`src/rtl/uart_pkg.sv`:
```
// rtl/uart_pkg.sv - shared types, parity codes and baud divisor helper for the UART blocks
// Contents:
//   rx_state_t  receiver state encoding
//   PAR_*       parity mode codes
//   calc_div    clock cycles per oversample tick, rounded to nearest
package uart_pkg;

   typedef enum logic [2:0] {
      IDLE,
      START,
      DATA,
      PARITY,
      STOP,
      BRK
   } rx_state_t;

   localparam int PAR_NONE = 0;
   localparam int PAR_ODD  = 1;
   localparam int PAR_EVEN = 2;

   function automatic int calc_div(input int clock_freq, input int baud_rate, input int oversample);
      return (clock_freq + baud_rate * oversample / 2) / (baud_rate * oversample);
   endfunction

endpackage

```
`src/rtl/uart_baud_tick.sv`:
```
// rtl/uart_baud_tick.sv - free-running oversample tick generator
// Ports:
//   clk      in   system clock
//   reset_n  in   asynchronous active-low reset
//   tick     out  one-cycle pulse every DIV clocks
module uart_baud_tick
   import uart_pkg::*;
#(
   parameter int CLOCK_FREQ = 50_000_000,
   parameter int BAUD_RATE  = 115200,
   parameter int OVERSAMPLE = 16
) (
   input  logic clk,
   input  logic reset_n,
   output logic tick
);

   localparam int DIV = calc_div(CLOCK_FREQ, BAUD_RATE, OVERSAMPLE);
   localparam int CW  = $clog2(DIV + 1);
   localparam logic [CW-1:0] CNT_LAST = CW'(DIV - 1);

   logic [CW-1:0] cnt;

   always_ff @(posedge clk or negedge reset_n) begin
      if (!reset_n) begin
         cnt  <= '0;
         tick <= 1'b0;
      end else if (cnt == CNT_LAST) begin
         cnt  <= '0;
         tick <= 1'b1;
      end else begin
         cnt  <= cnt + CW'(1);
         tick <= 1'b0;
      end
   end

endmodule

```
`src/rtl/uart_rx_param.sv`:
```
// rtl/uart_rx_param.sv - oversampling UART receiver with majority vote, break detect and output FIFO
// Ports:
//   clk        in   system clock
//   reset_n    in   asynchronous active-low reset
//   rx         in   serial line, idle high, asynchronous
//   rx_data    out  head-of-FIFO data
//   rx_perr    out  head entry parity error
//   rx_ferr    out  head entry framing error
//   rx_valid   out  FIFO not empty
//   rx_ready   in   consumer accepts head entry
//   overrun    out  pulse: completed frame dropped, FIFO full
//   break_det  out  pulse: line break detected
module uart_rx_param
   import uart_pkg::*;
#(
   parameter int CLOCK_FREQ = 50_000_000,
   parameter int BAUD_RATE  = 115200,
   parameter int OVERSAMPLE = 16,
   parameter int DBIT       = 8,
   parameter int PARITY     = 0,
   parameter int STOP_BITS  = 1,
   parameter int FIFO_DEPTH = 4
) (
   input  logic            clk,
   input  logic            reset_n,
   input  logic            rx,
   output logic [DBIT-1:0] rx_data,
   output logic            rx_perr,
   output logic            rx_ferr,
   output logic            rx_valid,
   input  logic            rx_ready,
   output logic            overrun,
   output logic            break_det
);

   localparam int SW = $clog2(OVERSAMPLE);
   localparam int NW = $clog2(DBIT);
   localparam int FW = DBIT + 2;
   localparam int AW = $clog2(FIFO_DEPTH);
   localparam logic [SW-1:0] S_SMP0   = SW'(OVERSAMPLE / 2 - 1);
   localparam logic [SW-1:0] S_SMP1   = SW'(OVERSAMPLE / 2);
   localparam logic [SW-1:0] S_DEC    = SW'(OVERSAMPLE / 2 + 1);
   localparam logic [SW-1:0] S_LAST   = SW'(OVERSAMPLE - 1);
   localparam logic [NW-1:0] N_LAST   = NW'(DBIT - 1);
   localparam logic [AW:0]   CNT_FULL = (AW+1)'(FIFO_DEPTH);

   logic            rx_meta, rxs;
   logic            tick;
   rx_state_t       state;
   logic [SW-1:0]   s;
   logic [NW-1:0]   n;
   logic            smp0, smp1;
   logic [DBIT-1:0] shreg;
   logic            par_bit, ferr_acc, stop_one, stop_idx;
   logic            done, done_brk;
   logic [FW-1:0]   done_word;
   logic            bit_val, last_stop, ferr_fin, perr_fin, brk_fin;

   always_ff @(posedge clk or negedge reset_n) begin
      if (!reset_n) begin
         rx_meta <= 1'b1;
         rxs     <= 1'b1;
      end else begin
         rx_meta <= rx;
         rxs     <= rx_meta;
      end
   end

   uart_baud_tick #(
      .CLOCK_FREQ (CLOCK_FREQ),
      .BAUD_RATE  (BAUD_RATE),
      .OVERSAMPLE (OVERSAMPLE)
   ) u_tick (
      .clk     (clk),
      .reset_n (reset_n),
      .tick    (tick)
   );

   // Third sample is the live rxs at the decision tick.
   assign bit_val   = (smp0 & smp1) | (smp0 & rxs) | (smp1 & rxs);
   assign last_stop = (stop_idx == 1'(STOP_BITS - 1));
   assign ferr_fin  = ferr_acc | ~bit_val;
   // Break: every decided bit of the frame was 0, including all stop bits.
   assign brk_fin   = (shreg == '0) && ((PARITY == PAR_NONE) || !par_bit) && !stop_one && !bit_val;

   always_comb begin
      perr_fin = 1'b0;
      if (PARITY == PAR_EVEN)
         perr_fin = ^{shreg, par_bit};
      else if (PARITY == PAR_ODD)
         perr_fin = ~^{shreg, par_bit};
   end

   always_ff @(posedge clk or negedge reset_n) begin
      if (!reset_n) begin
         state     <= IDLE;
         s         <= '0;
         n         <= '0;
         smp0      <= 1'b1;
         smp1      <= 1'b1;
         shreg     <= '0;
         par_bit   <= 1'b0;
         ferr_acc  <= 1'b0;
         stop_one  <= 1'b0;
         stop_idx  <= 1'b0;
         done      <= 1'b0;
         done_brk  <= 1'b0;
         done_word <= '0;
      end else begin
         done     <= 1'b0;
         done_brk <= 1'b0;
         if (tick && (s == S_SMP0)) smp0 <= rxs;
         if (tick && (s == S_SMP1)) smp1 <= rxs;
         case (state)
            IDLE: begin
               if (!rxs) begin
                  state <= START;
                  s     <= '0;
               end
            end
            START: begin
               if (tick) begin
                  if ((s == S_DEC) && bit_val) begin
                     state <= IDLE;
                  end else if (s == S_LAST) begin
                     state <= DATA;
                     s     <= '0;
                     n     <= '0;
                  end else begin
                     s <= s + SW'(1);
                  end
               end
            end
            DATA: begin
               if (tick) begin
                  // LSB arrives first, so shifting in from the top leaves it at bit 0.
                  if (s == S_DEC) shreg <= {bit_val, shreg[DBIT-1:1]};
                  if (s == S_LAST) begin
                     s <= '0;
                     if (n == N_LAST) begin
                        state    <= (PARITY == PAR_NONE) ? STOP : uart_pkg::PARITY;
                        stop_idx <= 1'b0;
                        ferr_acc <= 1'b0;
                        stop_one <= 1'b0;
                     end else begin
                        n <= n + NW'(1);
                     end
                  end else begin
                     s <= s + SW'(1);
                  end
               end
            end
            uart_pkg::PARITY: begin
               if (tick) begin
                  if (s == S_DEC) par_bit <= bit_val;
                  if (s == S_LAST) begin
                     s     <= '0;
                     state <= STOP;
                  end else begin
                     s <= s + SW'(1);
                  end
               end
            end
            STOP: begin
               if (tick) begin
                  if (s == S_DEC) begin
                     ferr_acc <= ferr_fin;
                     stop_one <= stop_one | bit_val;
                     // Finish mid-stop-bit so a back-to-back start edge is not missed.
                     if (last_stop) begin
                        done      <= 1'b1;
                        done_brk  <= brk_fin;
                        done_word <= {ferr_fin, perr_fin, shreg};
                        state     <= brk_fin ? BRK : IDLE;
                     end
                  end
                  if (s == S_LAST) begin
                     s        <= '0;
                     stop_idx <= stop_idx + 1'b1;
                  end else begin
                     s <= s + SW'(1);
                  end
               end
            end
            BRK: begin
               if (rxs) state <= IDLE;
            end
            default: state <= IDLE;
         endcase
      end
   end

   logic [FW-1:0] mem [FIFO_DEPTH];
   logic [AW-1:0] wr_ptr, rd_ptr;
   logic [AW:0]   count;
   logic          pop, push, full;

   assign rx_valid = (count != '0);
   assign full     = (count == CNT_FULL);
   assign pop      = rx_valid && rx_ready;
   assign push     = done && !done_brk && (!full || pop);

   always_ff @(posedge clk or negedge reset_n) begin
      if (!reset_n) begin
         wr_ptr    <= '0;
         rd_ptr    <= '0;
         count     <= '0;
         overrun   <= 1'b0;
         break_det <= 1'b0;
      end else begin
         if (push) wr_ptr <= wr_ptr + AW'(1);
         if (pop)  rd_ptr <= rd_ptr + AW'(1);
         case ({push, pop})
            2'b10:   count <= count + (AW+1)'(1);
            2'b01:   count <= count - (AW+1)'(1);
            default: count <= count;
         endcase
         overrun   <= done && !done_brk && full && !pop;
         break_det <= done && done_brk;
      end
   end

   always_ff @(posedge clk) begin
      if (push) mem[wr_ptr] <= done_word;
   end

   // Outputs read as zero while empty so reset and drained states look identical.
   assign {rx_ferr, rx_perr, rx_data} = rx_valid ? mem[rd_ptr] : '0;

endmodule

```
`config.mk`:
```
export PLATFORM = sky130hd
export DESIGN_NAME = uart_rx_param
export DESIGN_NICKNAME = d
export VERILOG_FILES = /design/src/rtl/uart_pkg.sv /design/src/rtl/uart_baud_tick.sv /design/src/rtl/uart_rx_param.sv
export SDC_FILE = /design/constraint.sdc
export NUM_CORES = 1
export LEC_CHECK = 0
export BUFFER_PORTS_ARGS = -buffer_cell sky130_fd_sc_hd__buf_2
export CAP_MARGIN = 20
export CORE_MARGIN = 4
export CORE_UTILIZATION = 25
export DETAILED_ROUTE_END_ITERATION = 10
export GPL_TIMING_DRIVEN = 1
export PLACE_DENSITY = 0.46
export SLEW_MARGIN = 5
export SYNTH_ARGS = -nofsm -noshare
export SYNTH_HDL_FRONTEND = slang
export SYNTH_SLANG_ARGS = --single-unit
```
`constraint.sdc`:
```
create_clock -name clk -period 3.3 [get_ports clk]
set_input_delay 0.66 -clock clk [delete_from_list [all_inputs] [get_ports clk]]
set_output_delay 0.66 -clock clk [all_outputs]
set_load 0.03 [all_outputs]
```
Word level (Yosys, flattened, before mapping)
Memory sizes are Yosys's and may differ from the RTL's.
Index checks and enable logic that the tools add are counted.
{"block": "op_classes", "n_eq_ne": 31, "n_reduce_logical": 32, "n_addsub": 8, "n_bitwise": 9, "muxes": 54}
{"op": "two-way mux 3 bit", "n": 20}
{"op": "!= test 2 bit, second input constant", "n": 11}
{"op": "two-way mux 1 bit", "n": 20}
{"op": "two-way mux 4 bit", "n": 5}
{"op": "case mux 3 bit (6 select lines)", "n": 1}
{"op": "equality test 3 bit, second input constant", "n": 4}
{"op": "equality test 4 bit, second input constant", "n": 3}
{"op": "case mux 3 bit (2 select lines)", "n": 2}
{"op": "case mux 4 bit (3 select lines)", "n": 1}
{"op": "AND reduction 12 bit", "n": 1}
{"op": "AND reduction 6 bit", "n": 2}
{"op": "logical AND 1 bit", "n": 11}
{"op": "two-way mux 10 bit", "n": 1}
{"op": "!= test 2 x 1 -> 1 bit, second input constant", "n": 5}
{"op": "zero test 8 bit", "n": 1}
{"op": "AND reduction 7 bit", "n": 1}
{"op": "adder 3 x 1 -> 3 bit, second input constant", "n": 2}
{"op": "equality test 3 x 2 -> 1 bit, second input constant", "n": 2}
{"op": "case mux 1 bit (2 select lines)", "n": 3}
{"op": "nonzero test 2 bit", "n": 3}
{"op": "nonzero test 3 bit", "n": 2}
{"op": "adder 5 x 1 -> 5 bit, second input constant", "n": 1}
{"op": "equality test 5 bit, second input constant", "n": 1}
{"op": "zero test 1 bit", "n": 5}
{"op": "other kinds (19)", "n": 26}
{"block": "word_totals", "elab_cells": 156, "out_inout_bits": 13, "register_bits": 51, "memories": 1, "ram_bits": 36, "input_bits": 4}
{"memory": "mem", "words": 4, "word_bits": 9, "read_ports": 1, "rd_clocked_by_memory_dff": 0, "write_ports": 1, "line_no": "uart_rx_param.sv:193", "source": "logic [FW-1:0] mem [FIFO_DEPTH];"}

Longest topological paths before layout
{"block": "depth", "ltp_word": 10, "ltp_mapped": 8, "mapped_depth_nobuf": 7}

Cells and area by module
From an unflattened synthesis, not the netlist that was laid out.
{"block": "hier_totals", "cells_unflattened": 301, "area_unflattened_um2": 4063.9}
{"module": "uart_rx_param", "instances": 1, "cells_each": 276, "area_each_um2": 3772.4, "seq_area_each_um2": 2212.1}
{"module": "uart_baud_tick", "instances": 1, "cells_each": 25, "area_each_um2": 291.5, "seq_area_each_um2": 150.1}

Least setup slack after synthesis
No wires, ideal clock.
{"block": "synth_timing", "kind": "register to register", "from": "reg count[2]", "to": "reg count[2]", "arrival_ns": 2.103, "path_buffers": 1, "path_stages_with_launch": 9, "slack_ns": 1.068, "setup_ns": 0.129, "period_less_slack_ns": 2.232, "t_required_ns": 3.171, "cell_sequence": "dfrtp_1 -> or3_1 -> clkbuf_1 -> nand3_1 -> fa_1 -> nor4b_1 -> a21oi_1 -> a21oi_1 -> o21ai_0"}
{"block": "synth_via", "elab_chain_cells": 6, "word_cells_on_any_way": 12, "classes_between": "add/sub: 2; eq/ne: 3; mux: 1; reduce/logical: 6"}
{"item": "from (decl)", "line_no": "uart_rx_param.sv:195", "source": "logic [AW:0] count;"}
{"item": "from (signal assigned)", "line_no": "uart_rx_param.sv:214", "source": "2'b10: count <= count + (AW+1)'(1);"}
{"item": "from (signal assigned)", "line_no": "uart_rx_param.sv:215", "source": "2'b01: count <= count - (AW+1)'(1);"}
{"item": "from (signal assigned)", "line_no": "uart_rx_param.sv:216", "source": "default: count <= count;"}
{"item": "nonzero test 3 bit (*)", "line_no": "uart_rx_param.sv:198", "source": "assign rx_valid = (count != '0);"}
{"item": "net rx_valid", "line_no": "uart_rx_param.sv:30", "source": "output logic rx_valid,"}
{"item": "logical AND 1 bit (*)", "line_no": "uart_rx_param.sv:200", "source": "assign pop = rx_valid && rx_ready;"}
{"item": "logical OR 1 bit", "line_no": "uart_rx_param.sv:201", "source": "assign push = done && !done_brk && (!full || pop);"}
{"item": "logical AND 1 bit", "line_no": "uart_rx_param.sv:201"}
{"item": "equality test 2 x 1 -> 1 bit or equality test 2 bit (tied branches)", "line_no": "uart_rx_param.sv:213", "source": "case ({push, pop})"}
{"item": "case mux 3 bit (2 select lines) or nonzero test 2 bit (tied branches)"}
The timed path passes the listed nets; every way through them passes the cells marked *.
A chain may end at the register's enable or synchronous reset.

Worst setup path in the final report
{"block": "layout_timing", "from": "reg rd_ptr[0]", "to": "out rx_data[6]"}
{"block": "layout_via", "elab_chain_cells": 2}
{"item": "from (decl)", "line_no": "uart_rx_param.sv:194", "source": "logic [AW-1:0] wr_ptr, rd_ptr;"}
{"item": "from (signal assigned)", "line_no": "uart_rx_param.sv:212", "source": "if (pop) rd_ptr <= rd_ptr + AW'(1);"}
{"item": "memory read (4 x 9 bit)"}
{"item": "two-way mux 10 bit", "line_no": "uart_rx_param.sv:228", "source": "assign {rx_ferr, rx_perr, rx_data} = rx_valid ? mem[rd_ptr] : '0;"}
{"item": "to (decl)", "line_no": "uart_rx_param.sv:27", "source": "output logic [DBIT-1:0] rx_data,"}
No other way between the ends.

==> metrics.md <==
| Metric | Value |
|---|---|
| Status | completed |
| Class of the worst hold path | in -> async |
| Maximum clock path buffer count | 2 |
| Flop and latch count out of synthesis | 87 |
| Critical setup path kind | reg -> out |
| Met3 usage | about 2.5% |
| # DRC | 0 |
| Max-slew headroom | 55.63% |
| Final min period | 2691 ps |
| Layout cells sized above 1 | 17.13% |
| DR WL/cell | around 13 um |
| Largest net degree at the start of global routing | 34 |
| Die X-Extent | approximately 130 um |
| Overall die height | 134.8 um |
| Met2 Resource Use GR | between 10% and 20% |
| Post-synthesis sequential area ratio | between 50% and 60% |
| Max FO, Critical Path | 11 |
| Worst R2R End | count[2] |
| Peak VDD IR | 0.0002441 V |
| # setup viols final | 0 |
| Post-CTS setup buffers | 0 |
| Required @ worst endpoint | 2640 ps |
| Crit-path max cell delay | about 760 ps |
| Core Rows | 46 |
| Mapped Area | slightly above 4000 sq um |
| Syn avg cell area | 13.27 sq um |
| Fmax | between 300 and 400 MHz |
| Leakage | ~2.0 nW |
| Detailed Route Iter0 Violations | around 170 |
| Crit path DAT | about 2000 ps |
| Clock power frac | 40.6% |
| Worst Tran Pin Value | between 600 and 700 ps |
| CTS buffer count | 9 |
| Pre-CTS setup slack | roughly 900 ps |
| CTS Root Buffer Type | clkbuf_16 |
| First-pass GRT wire length | about 12000 um |
| Die area | 18170 sq um |
| Crit path capture | rx_data[6] |
| Total GRT Usage | under 10% |
| Crit-path leading delay family | flip-flops |
| Post-route ant nets | 0 |
| CTS tree | built |
| Cell internal pwr | roughly 1.8 mW |
| Post-Synthesis Cells | 303 |
| Switching part of the total | 27.01% |
| GR Util met1 | 11.57% |
| Grt ovf | 0 |
| P_sw | between 0.6 and 0.7 mW |
| Final Hold Fails | 0 |
| Number of max-cap violations | 0 |
| Main synth FF type | dfrtp_1 |
| Slowest stage cell, crit path | dfrtp_1 |
| Synth unique cells | 64 |
| Core area | 15830 sq um |
| Layout area overhead | 14.44% |
| Startpoint types | flip-flop |
| Number of detailed-route iterations in the first pass | 4 |
| Initial antenna violation count | 0 |
| Initial Util | 25.40% |
| Crit. Startpoint | rd_ptr[0] |
| Multi-input gate area | ~1500 sq um |
| H-tree levels | 3 |
| Final setup TNS | 0 ps |
| Fin. max-slew vios | 0 |
| Ys Warns | 0 |
| Insertion delay to the later sink of the worst-skew pair | 340 ps |
| Vias after detailed routing | between 2000 and 2500 |
| Final instance area | ~4600 sq um |
| Final period utilization | between 80% and 90% |
| Vias in the first global route | ~2400 |
| Hpwl dp | slightly below 5000 um |
| Fillers | ~1600 |
| Unrepaired setup endpoints after global routing | false |
| PortBufs | 15 |
| CP Cell Sequence | mux4_2, and2_1, buf_2 |
| Flop2flop setup slack | between 1000 and 1500 ps |
| WP buf/inv | 1 |
| Top Usage Layer GRT | met2 |
| Placer congestion estimate | 0.7345 |
| DP Area | approximately 4300 sq um |
| Layout Skew | about 7 ps |
| Comb power frac | under 10% |
| CTS sink count | between 80 and 90 |
| Fin nets | ~330 |
| Clock transition at path regs | around 70 ps |
| FF+latch area | between 2000 and 2500 sq um |
| Setup WS post-layout | about 600 ps |
| Logic depth of the worst path, buffers included | 3 |
| Reg2reg start | count[2] |
| Ys async rst share | 58.62% |
| ANT cells | 0 |
| Post-synth net total | roughly 320 |
| Vias per inst | 4.339 |
| Number of instances resized during post-cts repair | 0 |
| Sequential share of power | roughly half |
| PD cells | between 500 and 600 nW/um^2 |
| Detailed Route WL | 7094 um |
| Crit. End Element | primary output |
| FF-to-FF path depth | 7 |
| # hold bufs at CTS | 0 |
| IO Count | 17 |
| Post-synth EDFFs | 36 |
Yosys cell counts, types with 4 or more instances:
library cell  count  area share (%)
a21oi_1           7            0.87
and2_1           16             2.5
clkbuf_1          8            0.75
dfrtp_1          47              29
dfstp_2           4             2.6
edfxtp_1         36              27
ha_1             11             3.4
inv_1            18             1.7
mux2_1           17             4.8
mux2i_1           5             1.2
mux4_2            9             5.0
nand2_1          14             1.3
nand3_1           6            0.75
nor2_1           11             1.0
nor3_1            7            0.87
o21ai_0          11             1.4
xnor2_1           6             1.3
cell type report:
cell class / instances / share of cell area, %
flip-flops and latches: 87 / 51.35
multi-input cells: 183 / 32.93
well taps: 216 / 5.874
clock buffers: 9 / 4.895
repair buffers: 17 / 1.958
clock inverters: 7 / 1.523
inverters: 18 / 1.469
per-layer routing:
metal | routed length (um) | up-vias
li1 | - | 1137
met1 | 3608 | 1152
met2 | 3179 | 31
met3 | 228 | 10
met4 | 78 | 0
met5 | 0 | -
registers in the layout, indices dropped and copies added (netlist names), 2 cells and up:
signal,cells
mem,36
done_word,9
shreg,8
u_tick.cnt,5
s,4
count,3
n,3
state,3
rd_ptr,2
wr_ptr,2
per-stage QoR:
stage	hold WS (ps)	util (%)	power (mW)	std cells
floorplan	345.2	-	1.421	303
global placement	346.1	27.20	1.491	521
detailed placement	348.7	27.20	1.492	521
CTS	280.5	29.07	2.509	537
global route	297.4	29.07	2.582	537
finish	275.0	29.07	2.456	537
cells by family (layout without fill, tap and decap cells):
| logic type | after synthesis | after routing | share of synthesized area, % |
|---|---|---|---|
| AOI/OAI and AO/OA | 42 | 42 | 7.159 |
| other | 1 | 1 | 0.09328 |
| buffers and inverters | 33 | 51 | 3.548 |
| muxes | 33 | 33 | 11.61 |
| and+or+nand+nor | 86 | 86 | 12.89 |
| adders and majority gates | 14 | 14 | 4.420 |
| xor gates and xnor gates | 7 | 7 | 1.525 |
| DFF | 87 | 87 | 58.76 |
power by group through the flow:
stage,combinational (mW),clock (mW),sequential (mW)
2_1_floorplan,0.229,0,1.19
3_3_place_gp,0.227,0,1.26
3_5_place_dp,0.230,0,1.26
4_1_cts,0.229,1.04,1.24
5_1_grt,0.254,1.08,1.25
6_report,0.224,0.998,1.23
worst min-delay path by stage:
stage          depth (start not counted)            to     from
3_5_place_dp                           0           rxs  rx_meta
2_1_floorplan                          0           rxs  rx_meta
5_1_grt                                1  done_word[6]  reset_n
6_report                               1          s[1]  reset_n
4_1_cts                                1          s[1]  reset_n
3_3_place_gp                           0           rxs  rx_meta
placed cells by master (no fill, tap or decap), drive strengths merged, types with 11 or more instances in the layout:
| cell | synthesis | final |
|---|---|---|
| buf | 7 | 17 |
| o21ai | 12 | 12 |
| nand2 | 14 | 14 |
| dfrtp | 47 | 47 |
| and2 | 16 | 16 |
| edfxtp | 36 | 36 |
| mux2 | 19 | 19 |
| ha | 11 | 11 |
| inv | 18 | 23 |
| nor2 | 11 | 11 |
Power figures use the tool's default switching activity.
